===== src/rtl/shift_pkg.sv =====
// rtl/shift_pkg.sv - shared types and constants for the execute-stage shift unit
package shift_pkg;

    localparam int XLEN    = 32;
    localparam int SHAMT_W = $clog2(XLEN);

    localparam logic [1:0] SHIFT_OP_SLL = 2'b00;
    localparam logic [1:0] SHIFT_OP_SRL = 2'b01;
    localparam logic [1:0] SHIFT_OP_SRA = 2'b10;
    localparam logic [1:0] SHIFT_OP_ROR = 2'b11;

    typedef struct packed {
        logic [XLEN-1:0] result;
        logic [4:0]      rd;
        logic            illegal;
    } shift_entry_t;

    // Left shifts reuse the right shifter by mirroring the operand and the result.
    function automatic logic [XLEN-1:0] bit_rev(input logic [XLEN-1:0] v);
        logic [XLEN-1:0] r;
        for (int i = 0; i < XLEN; i++) begin
            r[i] = v[XLEN-1-i];
        end
        return r;
    endfunction

endpackage


===== src/rtl/shift_skid_buf.sv =====
// rtl/shift_skid_buf.sv - 2-entry valid/ready skid buffer of shift_entry_t with flush
module shift_skid_buf
    import shift_pkg::*;
(
    input  logic         clk,
    input  logic         rst_n,
    input  logic         flush,
    input  logic         in_valid,
    output logic         in_ready,
    input  shift_entry_t in_data,
    output logic         out_valid,
    input  logic         out_ready,
    output shift_entry_t out_data
);

    typedef enum logic [1:0] {
        BUF_EMPTY = 2'd0,
        BUF_ONE   = 2'd1,
        BUF_FULL  = 2'd2
    } buf_state_t;

    buf_state_t   state;
    buf_state_t   state_nxt;
    logic         ready_q;
    shift_entry_t head;
    shift_entry_t skid;
    logic         in_xfer;
    logic         out_xfer;
    logic         load_head;
    logic         load_skid;
    logic         head_from_skid;

    assign in_ready  = ready_q;
    assign out_valid = (state != BUF_EMPTY);
    assign out_data  = head;
    assign in_xfer   = in_valid && ready_q;
    assign out_xfer  = out_valid && out_ready;

    always_ff @(posedge clk or negedge rst_n) begin
        if (!rst_n) begin
            state   <= BUF_EMPTY;
            ready_q <= 1'b0;
        end else begin
            state   <= state_nxt;
            ready_q <= (state_nxt != BUF_FULL);
        end
    end

    always_comb begin
        state_nxt      = state;
        load_head      = 1'b0;
        load_skid      = 1'b0;
        head_from_skid = 1'b0;
        case (state)
            BUF_EMPTY: begin
                if (in_xfer) begin
                    state_nxt = BUF_ONE;
                    load_head = 1'b1;
                end
            end
            BUF_ONE: begin
                if (in_xfer && !out_xfer) begin
                    state_nxt = BUF_FULL;
                    load_skid = 1'b1;
                end else if (!in_xfer && out_xfer) begin
                    state_nxt = BUF_EMPTY;
                end else if (in_xfer && out_xfer) begin
                    load_head = 1'b1;
                end
            end
            BUF_FULL: begin
                if (out_xfer) begin
                    state_nxt      = BUF_ONE;
                    head_from_skid = 1'b1;
                end
            end
            default: state_nxt = BUF_EMPTY;
        endcase
        // Flush discards everything, including an input offered this cycle.
        if (flush) begin
            state_nxt      = BUF_EMPTY;
            load_head      = 1'b0;
            load_skid      = 1'b0;
            head_from_skid = 1'b0;
        end
    end

    always_ff @(posedge clk or negedge rst_n) begin
        if (!rst_n) begin
            head <= '0;
            skid <= '0;
        end else begin
            if (load_head) begin
                head <= in_data;
            end else if (head_from_skid) begin
                head <= skid;
            end
            if (load_skid) begin
                skid <= in_data;
            end
        end
    end

endmodule


===== src/rtl/shift_exec_stage.sv =====
// rtl/shift_exec_stage.sv - RV32I execute-stage shift unit; SHIFT_ROT_EN enables ROR for op 11
module shift_exec_stage
    import shift_pkg::*;
(
    input  logic               clk,
    input  logic               rst_n,
    input  logic               in_valid,
    output logic               in_ready,
    input  logic [1:0]         in_op,
    input  logic               in_src_imm,
    input  logic [XLEN-1:0]    in_op_a,
    input  logic [XLEN-1:0]    in_op_b,
    input  logic [SHAMT_W-1:0] in_imm_shamt,
    input  logic [4:0]         in_rd,
    input  logic               flush,
    output logic               out_valid,
    input  logic               out_ready,
    output logic [XLEN-1:0]    out_result,
    output logic [4:0]         out_rd,
    output logic               out_illegal
);

    logic [SHAMT_W-1:0] shamt;
    logic [XLEN-1:0]    low_word;
    logic [XLEN-1:0]    high_word;
    logic [2*XLEN-1:0]  shift_wide;
    logic [XLEN-1:0]    shifted;
    logic               illegal;
    shift_entry_t       entry;
    shift_entry_t       head;
    logic               unused_bits;

    assign shamt = in_src_imm ? in_imm_shamt : in_op_b[SHAMT_W-1:0];

    // One right shifter over {high_word, low_word}: high_word supplies the fill
    // (zeros, sign copies, or the operand itself for a rotate).
    always_comb begin
        low_word  = (in_op == SHIFT_OP_SLL) ? bit_rev(in_op_a) : in_op_a;
        high_word = '0;
        illegal   = 1'b0;
        case (in_op)
            SHIFT_OP_SRA: high_word = {XLEN{in_op_a[XLEN-1]}};
`ifdef SHIFT_ROT_EN
            SHIFT_OP_ROR: high_word = in_op_a;
`else
            SHIFT_OP_ROR: illegal   = 1'b1;
`endif
            default:      high_word = '0;
        endcase
    end

    assign shift_wide = {high_word, low_word} >> shamt;
    assign shifted    = shift_wide[XLEN-1:0];

    always_comb begin
        entry         = '0;
        entry.rd      = in_rd;
        entry.illegal = illegal;
        if (illegal) begin
            entry.result = '0;
        end else if (in_op == SHIFT_OP_SLL) begin
            entry.result = bit_rev(shifted);
        end else begin
            entry.result = shifted;
        end
    end

    assign unused_bits = ^{in_op_b[XLEN-1:SHAMT_W], shift_wide[2*XLEN-1:XLEN]};

    shift_skid_buf u_buf (
        .clk       (clk),
        .rst_n     (rst_n),
        .flush     (flush),
        .in_valid  (in_valid),
        .in_ready  (in_ready),
        .in_data   (entry),
        .out_valid (out_valid),
        .out_ready (out_ready),
        .out_data  (head)
    );

    assign out_result  = head.result;
    assign out_rd      = head.rd;
    assign out_illegal = head.illegal;

endmodule


===== config.mk =====
export PLATFORM = sky130hd
export DESIGN_NAME = shift_exec_stage
export DESIGN_NICKNAME = d
export VERILOG_FILES = /design/src/rtl/shift_pkg.sv /design/src/rtl/shift_skid_buf.sv /design/src/rtl/shift_exec_stage.sv
export SDC_FILE = /design/constraint.sdc
export NUM_CORES = 1
export LEC_CHECK = 0
export CAP_MARGIN = 30
export CORE_MARGIN = 10
export CORE_UTILIZATION = 40
export DETAILED_ROUTE_END_ITERATION = 16
export PLACE_DENSITY_LB_ADDON = 0.05
export RECOVER_POWER = 25
export SETUP_SLACK_MARGIN = 0.4
export SYNTH_ARGS = -nofsm -noshare
export SYNTH_HDL_FRONTEND = slang
export SYNTH_SLANG_ARGS = --single-unit

===== constraint.sdc =====
create_clock -name clk -period 4.73 [get_ports clk]
set_input_delay 0.946 -clock clk [delete_from_list [all_inputs] [get_ports clk]]
set_output_delay 0.946 -clock clk [all_outputs]
set_load 0.05 [all_outputs]

; ---- After elaboration in Yosys (flattened, before gate mapping)
; Index checks and enable logic that the tools add are counted.
[totals]
inputBits = 82
regBits = 79
output_inout_bits = 40
word_cells = 51
[classes]
n_reduce_logical = 11
eq_ne = 5
n_shift = 1
mux = 26
[ops]
columns = operator, count
row1 = $mux W32, 4
row2 = $mux W38, 2
row3 = $shr A64 B5 Y32, 1
row4 = $mux W1, 12
row5 = $mux W2, 5
row6 = $eq A2 B2 Y1 const B, 3
row7 = $pmux W2 S3, 1
row8 = $logic_and A1 B1 Y1, 5
row9 = $mux W5, 1
row10 = $logic_not A2 Y1, 2
row11 = $reduce_bool A2 Y1, 2
row12 = $eq A2 B1 Y1 const B, 1
row13 = $logic_not A1 Y1, 2
row14 = $ne A2 B2 Y1 const B, 1
row15 = $pmux W1 S2, 1

; ---- Logic depth before layout (Yosys ltp)
; Gate-level depths: netlist of the first run.
[logic_depth]
ltp_word = 9
depth_mapped = 11
ltp_nobuf = 8

; ---- By module
; From an unflattened synthesis of the first run, not the netlist that was laid out.
[unflattened]
cells_unflattened = 630
hier_area_um2 = 6784.0
[modules_own_cells]
columns = module, cells_each, seq_area_each_um2, area_per_inst_um2, n_inst
row1 = shift_skid_buf, 223, 1976.9, 3519.6, 1
row2 = shift_exec_stage, 407, 0.0, 3264.4, 1

; ---- Worst setup path before layout of the first run
; OpenSTA, ideal clock, no wires.
[synth_timing]
kind = input to register
from = input port in_src_imm
to = register u_buf.skid[35] in the netlist's numbering
path_stages = 9
required_time_ps = 4605
setup_slack_ps = 1324
n_path_buf = 2
setup_ps = 125
t_arrival_ps = 3281
cell_sequence = clkbuf_1 mux2i_1 buf_2 mux4_2 mux2_2 mux4_2 o32ai_2 o21ai_1 mux2_2
[synth_via]
elab_chain_len = 4
[synth_lines]
columns = item, line_no
row1 = "start, declared", shift_exec_stage.sv:10  ; input logic in_src_imm,
row2 = $mux W5, shift_exec_stage.sv:33  ; assign shamt = in_src_imm ? in_imm_shamt : in_op_b[SHAMT_W-1:0];
row3 = $shr A64 B5 Y32, shift_exec_stage.sv:52  ; assign shift_wide = {high_word, low_word} >> shamt;
row4 = $mux W32, shift_exec_stage.sv:61  ; end else if (in_op == SHIFT_OP_SLL) begin
row5 = $mux W32, shift_exec_stage.sv:59  ; if (illegal) begin
row6 = "end signal, assigned", shift_skid_buf.sv:99  ; skid <= in_data;
row7 = "end, declared", shift_skid_buf.sv:26  ; shift_entry_t skid;
; No other way between the ends.
; A chain may end at the register's enable or synchronous reset.

; ---- Worst setup path in the final report of the first run
[layout_timing]
from = input port in_src_imm
to = register u_buf.out_data[28] (netlist name)
[layout_via]
elab_chain_len = 5
[layout_lines]
columns = item, line_no
row1 = $mux W5, shift_exec_stage.sv:33
row2 = $shr A64 B5 Y32, shift_exec_stage.sv:52
row3 = $mux W32, shift_exec_stage.sv:61
row4 = $mux W32, shift_exec_stage.sv:59
row5 = $mux W38, shift_skid_buf.sv:93  ; if (load_head) begin
; No other way between the ends.

==> run_results.csv, run 1 <==
group,metric,value,unit
run_status,status,"finished with violations",
run_status,violations,"max-capacitance violations, max-slew violations",
routing,vias,6740,
clock_tree,cts-resized-gates,0,
clock_tree,cts_max_level,3,
routing,wl_per_cell,21.9,µm
synthesis,yosysTopAreaCellShare,0.310,
sta,hold_slack,0.476,ns
routing,antenna_left,0,
routing,drc,0,
sta,timing.fmax,243,MHz
die,placementRows,46,
global_routing,antenna_found_initial,0,
synthesis,synth_edf_count,0,
sta,setup-violations-final,0,
job,cap_viol_max_count,1,
setup_path,end_kind,"flop",
setup_path,crit_arrival,4.35,ns
placed_design,gp_congestion,0.982,
synthesis,synth-seq-cells,79,
final_layout,layout.cells.most_common,"nand2_1",
final_layout,multi_input_area,0.00415,mm²
final_layout,final_cell_mix,"nand2_1 (122), clkdlybuf4s50_1 (93), dfrtp_1 (79)",
synthesis,synth_ff_type,"dfrtp_1",
sta,worst_pin_slew,1.55,ns
sta,hold_violations,0,
synthesis,synth-xor-area-share,0.00137,
sta,slew_headroom,-0.0344,
clock_tree,clk_path_buf_depth,2,
placed_design,hpwl,17800,µm
synthesis,syn-cell-area,0.00639,mm²
power_and_ir_drop,power,3.00,mW
setup_path,path_class,"in2reg",
clock_tree,post_cts_buffers,0,
routing,dr.pass1.iters,6,
clock_tree,clock_sinks,79,
synthesis,ys_types,59,
routing,dr.first_iter.drc_count,577,
synthesis,synth_area_per_cell,8.25,µm²
clock_tree,cts.clk_slew.worst_paths,0.07,ns
final_layout,syn2layout_area_growth,24.6,%
global_routing,grt_max_degree,80,
die,dieArea,0.0214,mm²
synthesis,synth_mux_area_frac,0.180,
global_routing,grt_use_total,0.218,
routing,wirelength,23500,µm
setup_path,start_kind,"input pin",
final_layout,drive_above_1_share,0.127,
synthesis,synth_seq_area_share,0.310,
power_and_ir_drop,ir_drop,0.172,mV
placed_design,port_buffers,94,
sta,worst_slack,0.609,ns
synthesis,syn_inst,774,
sta,fin_crit,4.12,ns
sta,rsz0062_at_grt,"false",
die,die_w,146,µm
final_layout,register_area,0.00198,mm²
synthesis,synthArstFlopShare,1.00,
setup_path,cp_data_required_time,4.96,ns
synthesis,yosys-top-cells-area,"dfrtp_1 (31%), mux4_2 (10%), nand2_1 (7.2%), o21ai_0 (5.8%), mux2i_1 (5.6%)",
setup_path,path_cells,"clkdlybuf4s50_1 -> mux2i_2 -> buf_4 -> mux4_2 -> mux2i_1 -> o22ai_1 -> o31ai_1 -> buf_4 -> nand3_1 -> a21oi_1 -> a21oi_1",
synthesis,synth_compound_area_frac,0.291,
placed_design,placedCellCount,1057,
clock_tree,clock-root-buffer,"clkbuf_16",
setup_path,worst_path_max_delay_cell,"clkdlybuf4s50_1",
power_and_ir_drop,p_leak,3.20,nW
clock_tree,numCtsBuffers,9,
synthesis,synth-simple-area-share,0.172,
setup_path,worstPathMaxFanout,11,
setup_path,slowest_delay,0.60,ns
die,start_util,0.405,
global_routing,grt_pass1_vias,6756,
final_layout,layoutNonFillerInstCount,1074,
final_layout,fin_nets,935,
clock_tree,cts_tree,"built",
global_routing,grt_pass1_wl,38200,µm
synthesis,synth_nets,856,
final_layout,fill_cells,1556,
die,die_h,146,µm
die,core,0.0158,mm²
min_path,hold_path_class,"reg2reg",
global_routing,overflow,0,
sta,finClkSkew,0.0110,ns
die,io_pins,122,
sta,period_share,0.871,
synthesis,synth_top_area_cell,"dfrtp_1",
sta,fin_tns_setup,0,ns
routing,viasPerCell,6.28,
placed_design,pre_cts_ws,0.268,ns
synthesis,synth_fa_ha_area_frac,0,
clock_tree,insertion_delay,0.35,ns
synthesis,synth_warnings,0,
power_and_ir_drop,power.density,377,mW/mm²
final_layout,n_antenna_cell,0,
sta,maxSlewViolCount,63,
clock_tree,cts_hold_buf,0,
synthesis,synth_top_family_by_area,"compound AO/OA/AOI/OAI gates",
worst max-delay path, delay by kind of cell:
family | cells | cell delay (ns)
multiplexers | 3 | 1.27
buffers and inverters | 3 | 1.10
AO/OA/AOI/OAI | 4 | 0.95
AND/OR/NAND/NOR | 1 | 0.07
cell type report:
| class | instances | area share |
|---|---|---|
| Multi-Input combinational cell | 625 | 0.521 |
| Sequential cell | 79 | 0.249 |
| Timing Repair Buffer | 131 | 0.154 |
| Tap cell | 216 | 0.0340 |
| Clock buffer | 9 | 0.0283 |
| Clock inverter | 7 | 0.0109 |
| Inverter | 7 | 0.00330 |
final timing paths:
path	endpoint	startpoint	slack (ns)	cells past startpoint
worst max-delay path	u_buf.out_data[28]	in_src_imm	0.61	11
worst min-delay path	u_buf.out_data[5]	u_buf.out_data[5]	0.48	2
worst max register to register	u_buf.out_data[13]	u_buf.state[0]	2.21	10
worst min register to register	u_buf.out_data[5]	u_buf.out_data[5]	0.48	2
max in group asynchronous	u_buf.skid[26]	rst_n	1.97	2
min in group asynchronous	u_buf.out_data[2]	rst_n	0.72	1
where the power goes:
group	internal [mW]	switching (mW)	total, mW
logic	0.485	0.834	1.32
registers	0.849	0.0928	0.942
clock network	0.421	0.314	0.735
total	1.75	1.24	3.00
synthesized netlist by cell type (10+ instances only):
master    instances
mux2i_1          36
or3_1            10
buf_2            12
mux4_2           29
o22ai_1          22
a21oi_1          64
a31oi_1          17
a22oi_1          23
mux2_2           10
clkbuf_1         41
nor2_1           69
nand2_1         122
nand3_1          16
o21ai_0          74
dfrtp_1          79
a211oi_1         11
o21ai_1          11
nor3_1           11
flip-flops by register name, summed over array words and instances, names as in the netlist:
register	count
u_buf.state	2
u_buf.out_data	38
u_buf.in_ready	1
u_buf.skid	38
metal layers:
layer | GRT usage | up-vias | wire (µm)
met3 | 0.0392 | 52 | 1330
met2 | 0.351 | 284 | 11200
met1 | 0.281 | 3302 | 10100
met5 | 0 | - | 0
met4 | 0.0911 | 0 | 810
li1 | - | 3102 | -
cells by family after synthesis:
kind of cell / after synthesis
compound gates: 293
simple gates: 255
flops: 79
mux: 76
buf+inv: 70
xor+xnor: 1
through the flow:
step | utilization | cell area [µm²]
after floorplan | - | 6390
after global placement | 0.484 | 7640
after detailed placement | 0.484 | 7640
after CTS | 0.504 | 7950
after global routing | 0.504 | 7960
final | 0.504 | 7960
(Power assumes the default switching activity.)
==> inputs of run 2 (changes only) <==
Settings changed: SYNTH_HIERARCHICAL set to 1.
==> run_results.csv, run 2 <==
group,metric,value,unit
run_status,status,"finished with violations",
run_status,violations,"max-capacitance violations, max-slew violations",
synthesis,synth_area_per_cell,10.8,µm²
clock_tree,numCtsBuffers,9,
synthesis,synth_seq_area_share,0.291,
die,placementRows,47,
routing,dr.first_iter.drc_count,557,
final_layout,post-route-util,0.515,
synthesis,synth_top_area_cell,"dfrtp_1",
clock_tree,clk_path_buf_depth,2,
synthesis,synth_ff_type,"dfrtp_1",
sta,worst_pin_slew,2.93,ns
sta,slew_headroom,-0.955,
setup_path,crit_arrival,4.32,ns
placed_design,gp_congestion,0.908,
synthesis,yosysTopAreaCellShare,0.291,
die,io_pins,122,
sta,period_share,0.867,
sta,setup-violations-final,0,
synthesis,yosys-top-cells-area,"dfrtp_1 (29%), mux2_2 (17%), mux4_2 (11%), mux2i_1 (5.9%), mux2_4 (4.4%)",
sta,rsz0062_at_grt,"false",
synthesis,synth_edf_count,0,
synthesis,synth_most_common_cell,"mux2_2",
setup_path,reg2reg_depth,5,
global_routing,grt_max_degree,56,
clock_tree,cts_hold_buf,0,
clock_tree,cts_tree,"built",
setup_path,start_kind,"input pin",
routing,dr.pass1.iters,5,
synthesis,synthTopCellsByCount,"mux2_2 (101), dfrtp_1 (79), nand2_1 (62)",
placed_design,hpwl,17000,µm
setup_path,timing.rr.start,"u_buf/state[0]",
die,dieArea,0.0226,mm²
clock_tree,cts_max_level,3,
final_layout,n_antenna_cell,0,
placed_design,port_buffers,94,
final_layout,fin_nets,821,
routing,antenna_left,0,
power_and_ir_drop,power.density,410,mW/mm²
final_layout,layout.cells.most_common,"mux2_2",
setup_path,end_kind,"flop",
global_routing,grt_use_total,0.199,
sta,finClkSkew,0.00861,ns
die,start_util,0.409,
global_routing,grt_pass1_vias,6105,
final_layout,syn2layout_area_growth,26.0,%
global_routing,overflow,0,
synthesis,ys_types,64,
routing,wl_per_cell,23.3,µm
global_routing,antenna_found_initial,0,
synthesis,synth-seq-cells,79,
routing,vias,5988,
min_path,hold_path_class,"reg2reg",
routing,viasPerCell,6.21,
synthesis,syn_inst,630,
setup_path,r2r_end,"u_buf/out_data[7]",
synthesis,synthArstFlopShare,1.00,
global_routing,grt_pass1_wl,35500,µm
die,die_w,150,µm
setup_path,reg2reg_setup_slack,2.37,ns
routing,wirelength,22500,µm
placed_design,pre_cts_ws,-0.0724,ns
min_path,hp-start,"u_buf/skid[11]",
die,die_h,150,µm
power_and_ir_drop,p_leak,3.63,nW
clock_tree,insertion_delay,0.34,ns
die,core,0.0166,mm²
setup_path,worstPathMaxFanout,5,
final_layout,final_cell_mix,"mux2_2 (101), clkdlybuf4s50_1 (92), dfrtp_1 (79)",
final_layout,drive_above_1_share,0.336,
synthesis,synth_warnings,6,
job,cap_viol_max_count,1,
synthesis,synth_nets,712,
setup_path,cp_data_required_time,4.95,ns
final_layout,fill_cells,1522,
routing,drc,0,
power_and_ir_drop,ir_drop,0.304,mV
sta,hold_slack,0.504,ns
synthesis,syn-cell-area,0.00678,mm²
sta,timing.fmax,244,MHz
clock_tree,cts.clk_slew.worst_paths,0.06,ns
clock_tree,clock-root-buffer,"clkbuf_16",
min_path,holdPathEnd,"u_buf/skid[11]",
sta,fin_crit,4.10,ns
sta,worst_slack,0.627,ns
min_path,hold_path_depth,1,
sta,maxSlewViolCount,56,
sta,hold_violations,0,
clock_tree,clock_sinks,79,
setup_path,path_class,"in2reg",
run 2: cell types whose count changed after synthesis, sizes merged, moves of 8 or more:
cell,before,now
a21oi,64,30
a221oi,1,9
a22oi,23,5
a31oi,17,5
clkbuf,41,29
mux2,10,121
nand2,123,62
nand3,16,4
nor2,69,31
o21ai,86,24
o22ai,22,12
or3,10,0
run 2: routing by layer:
layer	routed length, µm	track usage	vias up
met2	10700	0.320	261
met3	1670	0.0351	21
met1	9900	0.276	3023
met4	237	0.0379	0
met5	0	0	-
li1	-	-	2683
run 2: final cells by class:
type / count / area [µm²] / share of cell area
multi-input combinational: 490 / 4520 / 0.529
sequential: 79 / 1980 / 0.231
timing repair buffer: 154 / 1450 / 0.170
tap: 220 / 275 / 0.0322
clock buffer: 10 / 239 / 0.0280
clock inverter: 6 / 67.6 / 0.00791
inverter: 5 / 18.8 / 0.00220
run 2: worst max-delay path by stage:
stage                     startpoint                 end  slack, ns
after floorplan             in_op[0]  u_buf/out_data[36]       1.05
after global placement    in_src_imm  u_buf/out_data[36]      -0.05
after detailed placement  in_src_imm  u_buf/out_data[36]      -0.07
after CTS                 in_src_imm  u_buf/out_data[15]       0.41
after global routing        in_op[0]  u_buf/out_data[36]       0.55
final                       in_op[0]  u_buf/out_data[36]       0.63
run 2: repair_timing:
item	in CTS	in global routing
pin swaps	0	2
resized for setup	1	5
endpoints found under the setup margin	1	14
setup buffers	0	4
run 2: through the flow:
stage | std cells | power [mW] | setup TNS [ns] | area [µm²]
5_1_grt | 964 | 3.68 | 0 | 8550
3_3_place_gp | 942 | 2.76 | -0.0510 | 8140
3_5_place_dp | 944 | 2.80 | -0.0724 | 8180
2_1_floorplan | 630 | 2.18 | 0 | 6780
4_1_cts | 960 | 3.53 | 0 | 8490
6_report | 964 | 3.50 | 0 | 8550
run 2: worst max-delay path: stages:
cell and delay (ns):
clkdlybuf4s50_1 0.47, nor2_4 0.22, buf_4 0.14, buf_4 0.14, mux4_2 0.55, nor2_1 0.13, a2111oi_0 0.09, a2111oi_2 0.51
buf_4 0.20, a21oi_1 0.04, a221o_1 0.34, mux2_4 0.27, mux2_2 0.27
run 2: cell families (layout without fill, tap and decap cells):
kind of cell           after synthesis  count (layout)  share of synthesized area
AO/OA/AOI/OAI                      156             156                      0.164
XOR/XNOR                             1               1                    0.00129
flip-flops                          79              79                      0.291
AND/OR/NAND/NOR                    132             132                     0.0882
buffers and inverters               61             175                     0.0498
multiplexers                       201             201                      0.405
run 2: power breakdown:
part	total (mW)	switching (mW)	internal [mW]	leakage [nW]
clock	0.709	0.284	0.426	0.145
combinational	1.79	1.02	0.770	2.47
sequential	1.01	0.109	0.899	1.02
total	3.50	1.41	2.09	3.63
==> inputs of run 3 (changes only) <==
Settings changed: HOLD_SLACK_MARGIN set to 0.12.
==> results of run 3 <==
The final DEF is identical to that of run 2; final timing and power are the same.
